File: src/rtl/xm23_exec_ctrl.sv
// XM23 execution controller: step/run/halt/sleep gating with breakpoint slots.
// Optional cycle counter enabled by defining XM23_EXEC_CYCLE_CNT_EN.
module xm23_exec_ctrl #(
    parameter int ADDR_W   = 16,
    parameter int NUM_BKPT = 4,
    parameter int CNT_W    = 32,
    localparam int IDX_W   = (NUM_BKPT > 1) ? $clog2(NUM_BKPT) : 1
) (
    input  logic              Clock,
    input  logic              Reset,
    input  logic              step_req,
    input  logic              run_req,
    input  logic              halt_req,
    input  logic              bkpt_wr_en,
    input  logic [IDX_W-1:0]  bkpt_wr_idx,
    input  logic [ADDR_W-1:0] bkpt_wr_addr,
    input  logic              bkpt_wr_valid,
    input  logic [ADDR_W-1:0] pc,
    input  logic              instr_done,
    input  logic              slp,
    output logic              cpu_run,
    output logic              halted,
    output logic              bkpt_hit,
    output logic [IDX_W-1:0]  bkpt_hit_idx,
    output logic [CNT_W-1:0]  instr_count,
    output logic [CNT_W-1:0]  cycle_count
);

    typedef enum logic [1:0] {
        IDLE = 2'd0,
        STEP = 2'd1,
        RUN  = 2'd2,
        BRK  = 2'd3
    } state_t;

    state_t state, state_nx;

    logic step_q, run_q, halt_q;
    logic step_e, run_e, halt_e;
    logic halt_pend;
    logic done_ok;

    logic [ADDR_W-1:0] slot_addr [NUM_BKPT];
    logic [NUM_BKPT-1:0] slot_arm;
    logic bk_match;
    logic [IDX_W-1:0] bk_idx;

    assign step_e  = step_req & ~step_q;
    assign run_e   = run_req & ~run_q;
    assign halt_e  = halt_req & ~halt_q;
    assign done_ok = instr_done & cpu_run;

    always_ff @(posedge Clock) begin
        if (Reset) begin
            step_q <= 1'b0;
            run_q  <= 1'b0;
            halt_q <= 1'b0;
        end else begin
            step_q <= step_req;
            run_q  <= run_req;
            halt_q <= halt_req;
        end
    end

    always_ff @(posedge Clock) begin
        if (Reset) begin
            slot_arm <= '0;
            for (int i = 0; i < NUM_BKPT; i++) begin
                slot_addr[i] <= '0;
            end
        end else if (bkpt_wr_en && (32'(bkpt_wr_idx) < NUM_BKPT)) begin
            slot_addr[bkpt_wr_idx] <= bkpt_wr_addr;
            slot_arm[bkpt_wr_idx]  <= bkpt_wr_valid;
        end
    end

    // Scan downward so the lowest matching slot is the one left standing.
    always_comb begin
        bk_match = 1'b0;
        bk_idx   = '0;
        for (int i = NUM_BKPT - 1; i >= 0; i--) begin
            if (slot_arm[i] && (slot_addr[i] == pc)) begin
                bk_match = 1'b1;
                bk_idx   = IDX_W'(i);
            end
        end
    end

    always_ff @(posedge Clock) begin
        if (Reset) begin
            state <= IDLE;
        end else begin
            state <= state_nx;
        end
    end

    always_comb begin
        state_nx = state;
        unique case (state)
            IDLE, BRK: begin
                if (!slp) begin
                    if (step_e) begin
                        state_nx = STEP;
                    end else if (run_e) begin
                        state_nx = RUN;
                    end
                end
            end
            STEP: begin
                if (done_ok) begin
                    state_nx = IDLE;
                end
            end
            RUN: begin
                if (done_ok) begin
                    if (bk_match) begin
                        state_nx = BRK;
                    end else if (halt_pend || slp) begin
                        state_nx = IDLE;
                    end
                end
            end
            default: state_nx = IDLE;
        endcase
    end

    always_comb begin
        cpu_run  = (state == STEP) || (state == RUN);
        halted   = (state == IDLE) || (state == BRK);
        bkpt_hit = (state == BRK);
    end

    always_ff @(posedge Clock) begin
        if (Reset) begin
            halt_pend <= 1'b0;
        end else if (state == RUN && state_nx != RUN) begin
            halt_pend <= 1'b0;
        end else if (state == RUN && halt_e) begin
            halt_pend <= 1'b1;
        end
    end

    always_ff @(posedge Clock) begin
        if (Reset) begin
            bkpt_hit_idx <= '0;
        end else if (state == RUN && state_nx == BRK) begin
            bkpt_hit_idx <= bk_idx;
        end
    end

    always_ff @(posedge Clock) begin
        if (Reset) begin
            instr_count <= '0;
        end else if (done_ok) begin
            instr_count <= instr_count + CNT_W'(1);
        end
    end

`ifdef XM23_EXEC_CYCLE_CNT_EN
    logic [CNT_W-1:0] cyc_q;

    always_ff @(posedge Clock) begin
        if (Reset) begin
            cyc_q <= '0;
        end else if (cpu_run) begin
            cyc_q <= cyc_q + CNT_W'(1);
        end
    end

    assign cycle_count = cyc_q;
`else
    assign cycle_count = '0;
`endif

endmodule

File: config.mk
export PLATFORM = sky130hd
export DESIGN_NAME = xm23_exec_ctrl
export DESIGN_NICKNAME = d
export VERILOG_FILES = /design/src/rtl/xm23_exec_ctrl.sv
export SDC_FILE = /design/constraint.sdc
export NUM_CORES = 1
export LEC_CHECK = 0
export ABC_AREA = 1
export BUFFER_PORTS_ARGS = -buffer_cell sky130_fd_sc_hd__buf_2
export CORE_UTILIZATION = 41
export DETAILED_ROUTE_END_ITERATION = 10
export HOLD_SLACK_MARGIN = 0.06
export PLACE_DENSITY_LB_ADDON = 0.15
export SLEW_MARGIN = 10
export SYNTH_ARGS = -nofsm -noshare
export SYNTH_HDL_FRONTEND = slang
export SYNTH_SLANG_ARGS = --single-unit
File: constraint.sdc
create_clock -name Clock -period 2.3 [get_ports Clock]
set_input_delay 0.46 -clock Clock [delete_from_list [all_inputs] [get_ports Clock]]
set_output_delay 0.46 -clock Clock [all_outputs]
set_load 0.01 [all_outputs]
[Word level (Yosys, flattened, before mapping)]
Memories as Yosys holds them, arrays and structs flattened.
Index checks and enable logic that the tools add are counted.
Cells by class
  add/sub/neg operators: 1
  magnitude comparators: 2
  equality and inequality tests: 9
  multiplexer cells: 27
  bitwise logic cells: 7
  reductions and logical operators: 15
Operators with widths (number)
  $eq 16x16->1: 4
  $add 32x1->32 const B: 1
  $mux 2: 12
  $mux 16: 1
  $reduce_or 16->1: 1
  $mux 1: 11
  $logic_and 1x1->1: 8
  $eq 2x2->1 const B: 3
  $pmux 2 s3: 1
  $and 1x1->1: 4
  $bwmux 4: 1
  $reduce_or 2->1: 2
  $logic_or 1x1->1: 3
  $lt 2x3->1 const B: 1
  $not 1->1: 3
  $demux 1 s2: 1
  $eq 2x1->1 const B: 1
  $ge 2x1->1 const B: 1
  $logic_not 2->1: 1
  $ne 2x2->1 const B: 1
Word-level totals
  register bits: 44
  bits in writable memories: 64
  input bits: 43
  output and inout port bits: 69
  logic and storage cells: 70
  memories kept: 1
Memories
  slot_addr: words 4, bits a word 16, rd ports 4, clocked after Yosys merged registers in 0, write ports 4, line 43  | logic [ADDR_W-1:0] slot_addr [NUM_BKPT];

[Longest topological paths before layout]
Gate-level depths: netlist of the first run.
An unclocked memory read counts as a cell.
  depth after elaboration: 13
  depth in mapped cells: 18
  gate-level depth less buffers: 18

[Worst setup path after synthesis of the first run]
Ideal clock, no wire load.
  path kind: flip-flop to flip-flop
  start: register state[0]
  end: register instr_count[30]
  setup time: 121 ps
  data arrival time: 2235 ps
  required time: 2179 ps
  slack: -55 ps
  cell stages (with the launch flop): 15
  path buffers: 0
  period minus slack after synthesis: 2355 ps
  path through: dfxtp_1 > inv_1 > ha_1 > inv_2 > nand2_4 > nor2_4 > nand3_2 > nor3b_2 > nand3_2 > nor2_2 > nand2_2 > nor2_4 > nand2_4 > o31ai_1 > nor2_1
On the way
  longest elaborated chain between the ends: 3
  elaborated cells on any way between the ends: 4
  those cells by class: eq/ne (2); bitwise (1); reduce/logical (1)
RTL lines
  start: declaration: line 36  | state_t state, state_nx;
  start signal: assignment: line 93  | state <= state_nx;
  $eq 2x1->1 or $eq 2x2->1 (tied branches): line 128  | cpu_run = (state == STEP) || (state == RUN);
  $logic_or 1x1->1 *: line 128
  net cpu_run: line 21  | output logic cpu_run,
  $and 1x1->1 *: line 51  | assign done_ok = instr_done & cpu_run;
  end signal: assignment: line 155  | instr_count <= instr_count + CNT_W'(1);
  end: declaration: line 25  | output logic [CNT_W-1:0] instr_count,
The timed path passes the listed nets; every way through them passes the cells marked *.
A chain may end at the register's enable or synchronous reset.

[Final worst setup path of the first run]
  start: register state[1]
  end: register instr_count[29]
On the way
  longest elaborated chain between the ends: 3
  elaborated cells on any way between the ends: 4
  those cells by class: eq/ne (2); bitwise (1); reduce/logical (1)
RTL lines (line)
  $eq 2x1->1 or $eq 2x2->1 (tied branches): 128
  $logic_or 1x1->1 *: 128
  $and 1x1->1 *: 51
Every way passes the cells marked *; elsewhere a longest branch is shown, timed or not.

==> run metrics, run 1 <==
final core utilization=0.501; tightest slew margin relative to the limit=0.463; count of vias placed by the detailed router=4641; final wirelength=12.8 mm; final routed DRC violation total=0; clock-pin transition on the worst setup and hold timing paths=0.07 ns; die outline area=14400 um^2; fraction of registers with async set or reset after synthesis=0; insertion delay of the later-clocked pin in the worst-skew pair=0.35 ns; multi-input combinational cell area=2410 um^2; number of violations reported at the end of detailed-routing iteration 0=213; remaining global-route overflow=0; Tmin final=approximately 2.2 ns; ratio of final minimum period to clock period=0.966; antenna violations before repair=1; CTS buffer count=9; Diodes inserted=0; via count of the first global-routing pass=roughly 4200; number of cells traversed by the worst hold path=3; deepest level of the CTS H-tree=3; Cells after DPL=975; leading cell types in the layout, fill and taps excluded=nand2_1, nor2_1, inv_1; netlist area before placement=5700 um^2; critical path data required time=2.55 ns; startpoint of the worst register-to-register path=state[1]; cell area power density=719 nW/um^2; FP Rows=42; maximum vdd drop=0.434 mV; flip-flop and latch count after synthesis=108; clock net sink count=108; number of cells on the worst reg-to-reg path=16; most used flip-flop cell after synthesis=edfxtp_1; count of mapped cells out of synthesis=718; clk_skew=roughly 0.0077 ns; top cells by area, synth=edfxtp_1, dfxtp_1, nand2_1, nor2_1, inv_1; FMAX=450 MHz; most common cell after layout, fill and taps aside=nand2_1; final layout net count=a little under 900; number of antenna-violating nets in the routed design=0; WS Path Type=register to register; syn_area_per_cell=a little under 8 um^2; top cell type's share of synthesized area=0.337; number of distinct library cell variants in the gate-level netlist after synthesis=41; type of the worst min-delay path=input pin to register; endpoint of the lowest-slack register-to-register path=instr_count[29]; maximum number of pins on one net before global-route repair=20; transition time at the pin with the least slew margin=0.799 ns; ratio of routed vias to standard cells=4.65; clock tree from TritonCTS=done; final number of setup-violating endpoints=0; Critical Path Sink Type=register; unrepaired setup endpoints after global routing=yes; top fanout value on the critical path=5; share of final-layout standard cells stronger than drive strength 1=0.192; Core Box Area=13400 um^2; number of primary I/O pins=112; area used by sequential logic in the layout=approximately 2800 um^2; count of placed standard cells in the final layout, fillers left out=between 900 and 1000; starting utilization of the core area=0.425; synth-to-layout area growth=17.8%; count of input and output buffers=79; number of hold-slack violations in the final timing report=0; number of enable-type register cells in the synthesized netlist=64; Yosys warning count=0; dpl hpwl=approximately 9 mm; Reg2Reg Setup Slack=0.08 ns; first-pass GRT wire length=20.5 mm; number of maximum-capacitance violations=0; run status=complete, no violations; horizontal die dimension=roughly 120 um; Worst Setup Start Kind=register; startpoint of the tightest hold check path=run_req; Clock Path Buffers=2; clock root buffer=clkbuf_16; count of final max-slew check failures=0; per-cell routed wire length=12.8 um; total of hold buffers inserted after clock tree synthesis=0; share of synthesized area occupied by flip-flops and latches=0.492; global-route total usage across every layer=0.184; Lkg Pwr=3.10 nW; critical path arrival=2.47 ns; number of fill cells in the layout=1332; post-synth top area cell=edfxtp_1; endpoint of the worst hold-timing path=run_q; total iterations of the first detailed-routing run=5; die extent in y=120 um; Placer Congestion=0.907
through the flow:
stage | setup TNS (ns) | setup slack, ns | hold slack, ns | cell area, um^2 | total power [W]
detailed placement | 0 | 0.0303 | 0.471 | 6270 | 0.00329
floorplan | 0 | 0.0251 | 0.432 | 5830 | 0.00298
CTS | 0 | 0.0175 | 0.318 | 6570 | 0.00481
global placement | 0 | 0.0825 | 0.472 | 6270 | 0.00328
global route | -0.438 | -0.109 | 0.336 | 6710 | 0.00509
finish | 0 | 0.0774 | 0.329 | 6710 | 0.00482
Yosys cell counts (4+ instances only):
| master | n |
|---|---|
| or2_2 | 4 |
| nand4_1 | 4 |
| inv_1 | 105 |
| nor2_1 | 117 |
| xnor2_1 | 21 |
| dfxtp_1 | 44 |
| nand3_1 | 27 |
| nand3_2 | 5 |
| ha_1 | 4 |
| nor3_1 | 11 |
| clkbuf_1 | 12 |
| nor3b_1 | 4 |
| edfxtp_1 | 64 |
| a21oi_1 | 20 |
| nor2_4 | 6 |
| o21ai_0 | 32 |
| nand2_1 | 171 |
| buf_4 | 32 |
repair_timing:
| action | 4_1_cts | 5_1_grt |
|---|---|---|
| endpoints found under the setup margin | 0 | 12 |
| gates resized for setup | 0 | 21 |
| buffers inserted | 0 | 8 |
how the worst max path moves through the flow:
stage | end | startpoint
2_1_floorplan | instr_count[30] | state[0]
3_3_place_gp | instr_count[31] | state[0]
3_5_place_dp | instr_count[31] | state[0]
4_1_cts | instr_count[31] | state[0]
5_1_grt | instr_count[30] | instr_count[1]
6_report | instr_count[29] | state[1]
state kept, by name, indices dropped and copies added (netlist names):
register      cells
step_q            1
run_q             1
slot_arm          4
bkpt_hit_idx      2
halt_q            1
slot_addr        64
halt_pend         1
state             2
instr_count      32
logic make-up after synthesis:
| kind of cell | share of synthesized area |
|---|---|
| flip-flops | 0.492 |
| AND/OR/NAND/NOR | 0.278 |
| other | 0.000658 |
| buffers and inverters | 0.121 |
| XOR/XNOR | 0.0369 |
| AO/OA/AOI/OAI | 0.0626 |
| adder cells (fa/ha/maj) | 0.00878 |
final cells by class:
class / count / share of cell area
clock buffer: 11 / 0.0393
clock inverter: 5 / 0.00485
inverter: 107 / 0.0602
multi-input combinational: 489 / 0.359
sequential: 108 / 0.418
tap: 176 / 0.0328
timing repair buffer: 103 / 0.0858
power breakdown:
group          switching, W  internal, W
sequential        0.0000710      0.00219
clock              0.000692     0.000829
combinational      0.000622     0.000422
per-layer routing:
layer / global-route usage / up-vias / wire, um
met4: 0.0695 / 0 / 214
met2: 0.296 / 128 / 6050
li1: - / 2399 / -
met1: 0.247 / 2098 / 5970
met5: 0 / - / 0
met3: 0.0323 / 16 / 580
worst max-delay path, cell delays in order, from the launching register on:
cell     delay, ns
dfxtp_1       0.38
ha_4          0.24
inv_4         0.08
nand2_8       0.07
nor2_4        0.13
nand3_4       0.09
nor2_4        0.12
nand2_2       0.07
inv_2         0.04
nand4_1       0.08
inv_2         0.10
nand2_4       0.05
nor2_4        0.20
nand4_4       0.15
nor2_2        0.13
nand2_1       0.05
and3_1        0.15
Note: power is estimated with default switching activity, not from simulation.
==> run 2: changes to the inputs <==
- CORE_ASPECT_RATIO: not set -> 2
==> run metrics, run 2 (synthesis results as in run 1) <==
number of violations reported at the end of detailed-routing iteration 0=150 (-30%); via count of the first global-routing pass=4662 (+11%); leading cell types in the layout, fill and taps excluded=nand2_1, nor2_1, inv_1; FMAX=443 MHz (-1.6%); Final Total Pwr=0.00506 W (+5.0%); maximum vdd drop=0.397 mV (-8.5%); maximum number of pins on one net before global-route repair=19 (-5.0%); CTS buffer count=9 (unchanged); die outline area=14400 um^2 (+0.21%); startpoint of the tightest hold check path=run_req; count of final max-slew check failures=0 (unchanged); count of vias placed by the detailed router=4732 (+2.0%); first-pass GRT wire length=21.8 mm (+6.5%); number of primary I/O pins=112 (unchanged); final routed DRC violation total=0 (unchanged); Core Box Area=13500 um^2 (+0.84%); clk_skew=0.00721 ns (-0.000485 ns); cell area power density=744 nW/um^2 (+3.6%); startpoint of the worst register-to-register path=state[0]; number of flip-flops under the largest register name=64 (unchanged); final number of setup-violating endpoints=0 (unchanged); unrepaired setup endpoints after global routing=yes; antenna violations before repair=0 (-1); global-route total usage across every layer=0.200 (+0.0163); Clock Path Buffers=2 (unchanged); source of the critical timing path=state[0]; clock net sink count=108 (unchanged); critical path arrival=2.50 ns (+0.03 ns); die extent in y=169 um (+41%); share of final-layout standard cells stronger than drive strength 1=0.203 (+0.0109); Critical Path Sink Type=register; number of fill cells in the layout=1310 (-1.7%); Diodes inserted=0 (unchanged); clock root buffer=clkbuf_16; synth-to-layout area growth=19.4%; Max stage delay cell, worst path=dfxtp_2; ratio of final minimum period to clock period=0.982 (+0.0155); critical path data required time=2.54 ns (about the same); Critical Path Max Stage Delay=0.34 ns (-0.04 ns); Placer Congestion=0.883 (-2.7%); run status=complete, no violations; final layout net count=875 (+1.2%); cell breakdown of the critical path=inv_2, ha_4, inv_4, nand2_8, nor2_4, nand3_4, nor2_4, nand2_2, inv_2, nand4_1, inv_2, nand2_4, nor2_4, nand4_4, nor2_2, nand2_1, and3_1; most common cell after layout, fill and taps aside=nand2_1; dpl hpwl=10.6 mm (+16%); clock tree from TritonCTS=done; ratio of routed vias to standard cells=4.79 (+3.1%); Lkg Pwr=3.14 nW (+1.3%); Setup TNS=0 ns (unchanged); clock-pin transition on the worst setup and hold timing paths=0.07 ns (about the same); top fanout value on the critical path=5 (unchanged); count of input and output buffers=79 (unchanged); total iterations of the first detailed-routing run=5 (unchanged); per-cell routed wire length=14.1 um (+10%); deepest level of the CTS H-tree=3 (unchanged); total of hold buffers inserted after clock tree synthesis=0 (unchanged); FP Rows=60 (+43%); horizontal die dimension=85.4 um (-29%); final wirelength=14.0 mm (+8.9%); Tmin final=2.26 ns (+0.0358 ns); starting utilization of the core area=0.422 (-0.00354); Biggest register=slot_addr; Worst Setup Start Kind=register; WS Path Type=register to register; insertion delay of the later-clocked pin in the worst-skew pair=0.34 ns (about the same); number of hold-slack violations in the final timing report=0 (unchanged); number of antenna-violating nets in the routed design=0 (unchanged); type of the worst min-delay path=input pin to register; number of maximum-capacitance violations=0 (unchanged); Top Registers=slot_addr: 64 flops, instr_count: 32 flops, slot_arm: 4 flops; remaining global-route overflow=0 (unchanged)
-- run 2: cell types whose count changed in the layout (fill, tap and decap cells not counted), moves of 2 or more --
| cell | change |
|---|---|
| buf_4 | +9 |
| bufinv_16 | +2 |
| clkinv_2 | -2 |
| nor2_1 | -2 |
| nor2_2 | +2 |
-- run 2: worst paths after layout --
path         cells after the start  slack, ns               to
min                              3       0.33            run_q
min reg2reg                      2       0.48      slot_arm[3]
max reg2reg                     17       0.04  instr_count[29]
max                             17       0.04  instr_count[29]
-- run 2: power by group --
group	internal (W)	total [W]	leakage, nW	switching [W]
clock network	0.000967	0.00169	0.151	0.000718
registers	0.00219	0.00226	0.979	0.0000763
logic	0.000462	0.00111	2.01	0.000653
-- run 2: stage by stage --
stage / util / hold slack [ns] / worst slack (ns) / cell area (um^2) / std cells
final: 0.503 / 0.328 / 0.0416 / 6800 / 988
after global routing: 0.503 / 0.347 / -0.140 / 6800 / 988
after CTS: 0.493 / 0.322 / 0.0254 / 6660 / 979
after detailed placement: 0.468 / 0.465 / 0.000316 / 6330 / 963
after global placement: 0.468 / 0.462 / 0.0584 / 6330 / 963
after floorplan: - / 0.432 / 0.0251 / 5830 / 749
-- run 2: layer usage --
metal	global-route usage	wire length, um	vias to the layer above
li1	-	-	2418
met1	0.182	4870	2151
met2	0.404	7880	131
met3	0.0385	608	32
met4	0.101	595	0
met5	0	0	-
-- run 2: area by class of cell --
cell class	count	area, um^2	share of cell area
sequential	108	2810	0.412
inverter	107	404	0.0594
timing repair buffer	113	663	0.0975
clock buffer	10	229	0.0337
clock inverter	6	95.1	0.0140
tap	155	194	0.0285
multi-input combinational	489	2410	0.355
-- run 2: critical path: cells and delay by family (launching register included) --
kind | cells | cell delay (ns)
adder cells (fa/ha/maj) | 1 | 0.22
buffers and inverters | 4 | 0.27
flip-flops | 1 | 0.34
AND/OR/NAND/NOR | 12 | 1.33
-- run 2: what timing repair did --
item | in CTS | in global routing
resized for setup | 1 | 23
buffers inserted | 0 | 9
endpoints found under the setup margin | 1 | 13
gates cloned | 0 | 0
pin swaps | 0 | 11
==> run 3: changes to the inputs <==
- MAX_ROUTING_LAYER: not set -> met4
- clock period: 2.3 -> 2.4 ns (I/O delays scaled with it)
==> run metrics, run 3 (synthesis results as in run 1) <==
deepest level of the CTS H-tree=3 (unchanged); number of fill cells in the layout=1350 (+3.1%); die extent in y=169 um (unchanged); count of final max-slew check failures=0 (unchanged); type of the worst min-delay path=input pin to register; internal power summed over all cells=0.00325 W (-10%); maximum number of pins on one net before global-route repair=20 (+1); run status=complete, no violations; startpoint of the worst register-to-register path=state[0]; power share of the sequential group=0.465 (+0.018); tightest slew margin relative to the limit=0.487; total iterations of the first detailed-routing run=4 (-1); critical path arrival=2.51 ns (about the same); per-cell routed wire length=14.4 um (+2.0%); critical path data required time=2.65 ns (+0.11 ns); Tmin final=2.26 ns (+0.00574 ns); cell area power density=704 nW/um^2 (-5.5%); Reg2Reg Setup Slack=0.14 ns (+0.09 ns); final layout net count=863 (-1.4%); clock tree from TritonCTS=done; remaining global-route overflow=0 (unchanged); final core utilization=0.492 (-0.0118); number of maximum-capacitance violations=0 (unchanged); number of flip-flops under the largest register name=64 (unchanged); starting utilization of the core area=0.422 (unchanged); Lkg Pwr=3.07 nW (-2.3%); FMAX=442 MHz (-0.25%); Core Box Area=13500 um^2 (unchanged); Diodes inserted=0 (unchanged); ratio of routed vias to standard cells=4.89 (+2.0%); multi-input combinational cell area=2390 um^2 (-0.78%); FP Rows=60 (unchanged); global-route total usage across every layer=0.207 (+0.00678); maximum vdd drop=0.376 mV (-5.3%); clk_skew=0.00725 ns (+0.0000404 ns); count of input and output buffers=79 (unchanged); share of final-layout standard cells stronger than drive strength 1=0.186 (-0.0165); via count of the first global-routing pass=4786 (+2.7%); endpoint of the worst hold-timing path=run_q; Setup TNS=0 ns (unchanged); dpl hpwl=10.7 mm (+1.2%); clock-pin transition on the worst setup and hold timing paths=0.07 ns (about the same); area used by sequential logic in the layout=2810 um^2 (about the same); number of violations reported at the end of detailed-routing iteration 0=190 (+27%); WS Path Type=register to register; number of primary I/O pins=112 (unchanged); transition time at the pin with the least slew margin=0.764 ns; leading cell types in the layout, fill and taps excluded=nand2_1, nor2_1, inv_1; count of vias placed by the detailed router=4769 (+0.78%); final wirelength=14.1 mm (+0.80%); horizontal die dimension=85.4 um (unchanged); antenna violations before repair=0 (unchanged); Clock Path Buffers=2 (unchanged); clock net sink count=108 (unchanged); Final Total Pwr=0.00467 W (-7.7%); final worst hold slack=0.354 ns (+0.0261 ns); top fanout value on the critical path=5 (unchanged); endpoint of the lowest-slack register-to-register path=instr_count[29]; final number of setup-violating endpoints=0 (unchanged); insertion delay of the later-clocked pin in the worst-skew pair=0.35 ns (about the same); switching power share of the total=0.304 (+0.0184); clock root buffer=clkbuf_16; Critical Path Sink Type=register; die outline area=14400 um^2 (unchanged); Biggest register=slot_addr; net switching component of the power=0.00142 W (-1.8%); Top Registers=slot_addr: 64 flops, instr_count: 32 flops, slot_arm: 4 flops; first-pass GRT wire length=22.0 mm (+0.92%); Clock power frac=0.306 (-0.027); total of hold buffers inserted after clock tree synthesis=0 (unchanged); Comb pwr share=0.229 (+0.009); number of cells on the worst reg-to-reg path=17 (unchanged); ratio of final minimum period to clock period=0.943 (-0.0385); CTS buffer count=9 (unchanged); startpoint of the tightest hold check path=run_req; number of hold-slack violations in the final timing report=0 (unchanged); synth-to-layout area growth=16.6%; most common cell after layout, fill and taps aside=nand2_1; Placer Congestion=0.866 (-2.0%); minimum setup slack in the final design=0.136 ns (+0.0943 ns); post-place setup slack=0.00159 ns (+0.00127 ns); Worst Setup Start Kind=register; unrepaired setup endpoints after global routing=yes; number of cells traversed by the worst hold path=3 (unchanged); number of antenna-violating nets in the routed design=0 (unchanged); final routed DRC violation total=0 (unchanged)
-- run 3: how the worst max path moves through the flow --
stage	startpoint	end	slack, ns
after floorplan	state[0]	instr_count[30]	0.04
after global placement	state[0]	instr_count[31]	0.08
after detailed placement	state[0]	instr_count[30]	0.002
after CTS	state[0]	instr_count[30]	0.004
after global routing	state[0]	instr_count[29]	-0.04
final	state[0]	instr_count[29]	0.14
-- run 3: power by group through the flow --
stage               Clock, W  Combinational, W  Sequential, W
detailed placement         0          0.000961        0.00220
floorplan                  0          0.000617        0.00221
finish               0.00143           0.00107        0.00218
global placement           0          0.000947        0.00220
CTS                  0.00146          0.000965        0.00216
global route         0.00153           0.00120        0.00219
-- run 3: cell type report --
class                           count  area share
Clock buffer                        9      0.0339
Clock inverter                      7     0.00885
Inverter                          107      0.0608
Multi-Input combinational cell    489       0.360
Sequential cell                   108       0.423
Tap cell                          155      0.0292
Timing Repair Buffer              101      0.0844
-- run 3: worst max-delay path, cell delays in order, from the launching register on --
cell,delay (ns)
dfxtp_2,0.34
inv_2,0.05
ha_4,0.22
inv_4,0.08
nand2_8,0.07
nor2_4,0.13
nand3_4,0.10
nor2_4,0.13
nand2_2,0.08
inv_2,0.05
nand4_1,0.06
inv_1,0.10
nand2_2,0.08
nor2_4,0.20
nand4_4,0.14
nor2_2,0.15
nand2_1,0.05
and3_1,0.15
-- run 3: per-stage QoR --
stage	area [um^2]	std cells
after floorplan	5810	749
after detailed placement	6220	952
after CTS	6520	968
final	6640	976
after global placement	6220	952
after global routing	6640	976
-- run 3: repair_timing --
| item | in CTS | in global routing |
|---|---|---|
| pin swaps | 0 | 10 |
| setup endpoints to repair | 3 | 11 |
| endpoints found under the hold margin | 0 | 0 |
| gates resized for setup | 2 | 16 |
| setup buffers | 0 | 8 |
-- run 3: layer usage --
| layer | wire length, um | vias to the layer above | global-route usage |
|---|---|---|---|
| met2 | 8070 | 136 | 0.397 |
| met4 | 666 | 0 | 0.130 |
| met1 | 4740 | 2208 | 0.187 |
| met5 | 0 | - | - |
| met3 | 590 | 36 | 0.0258 |
| li1 | - | 2389 | - |
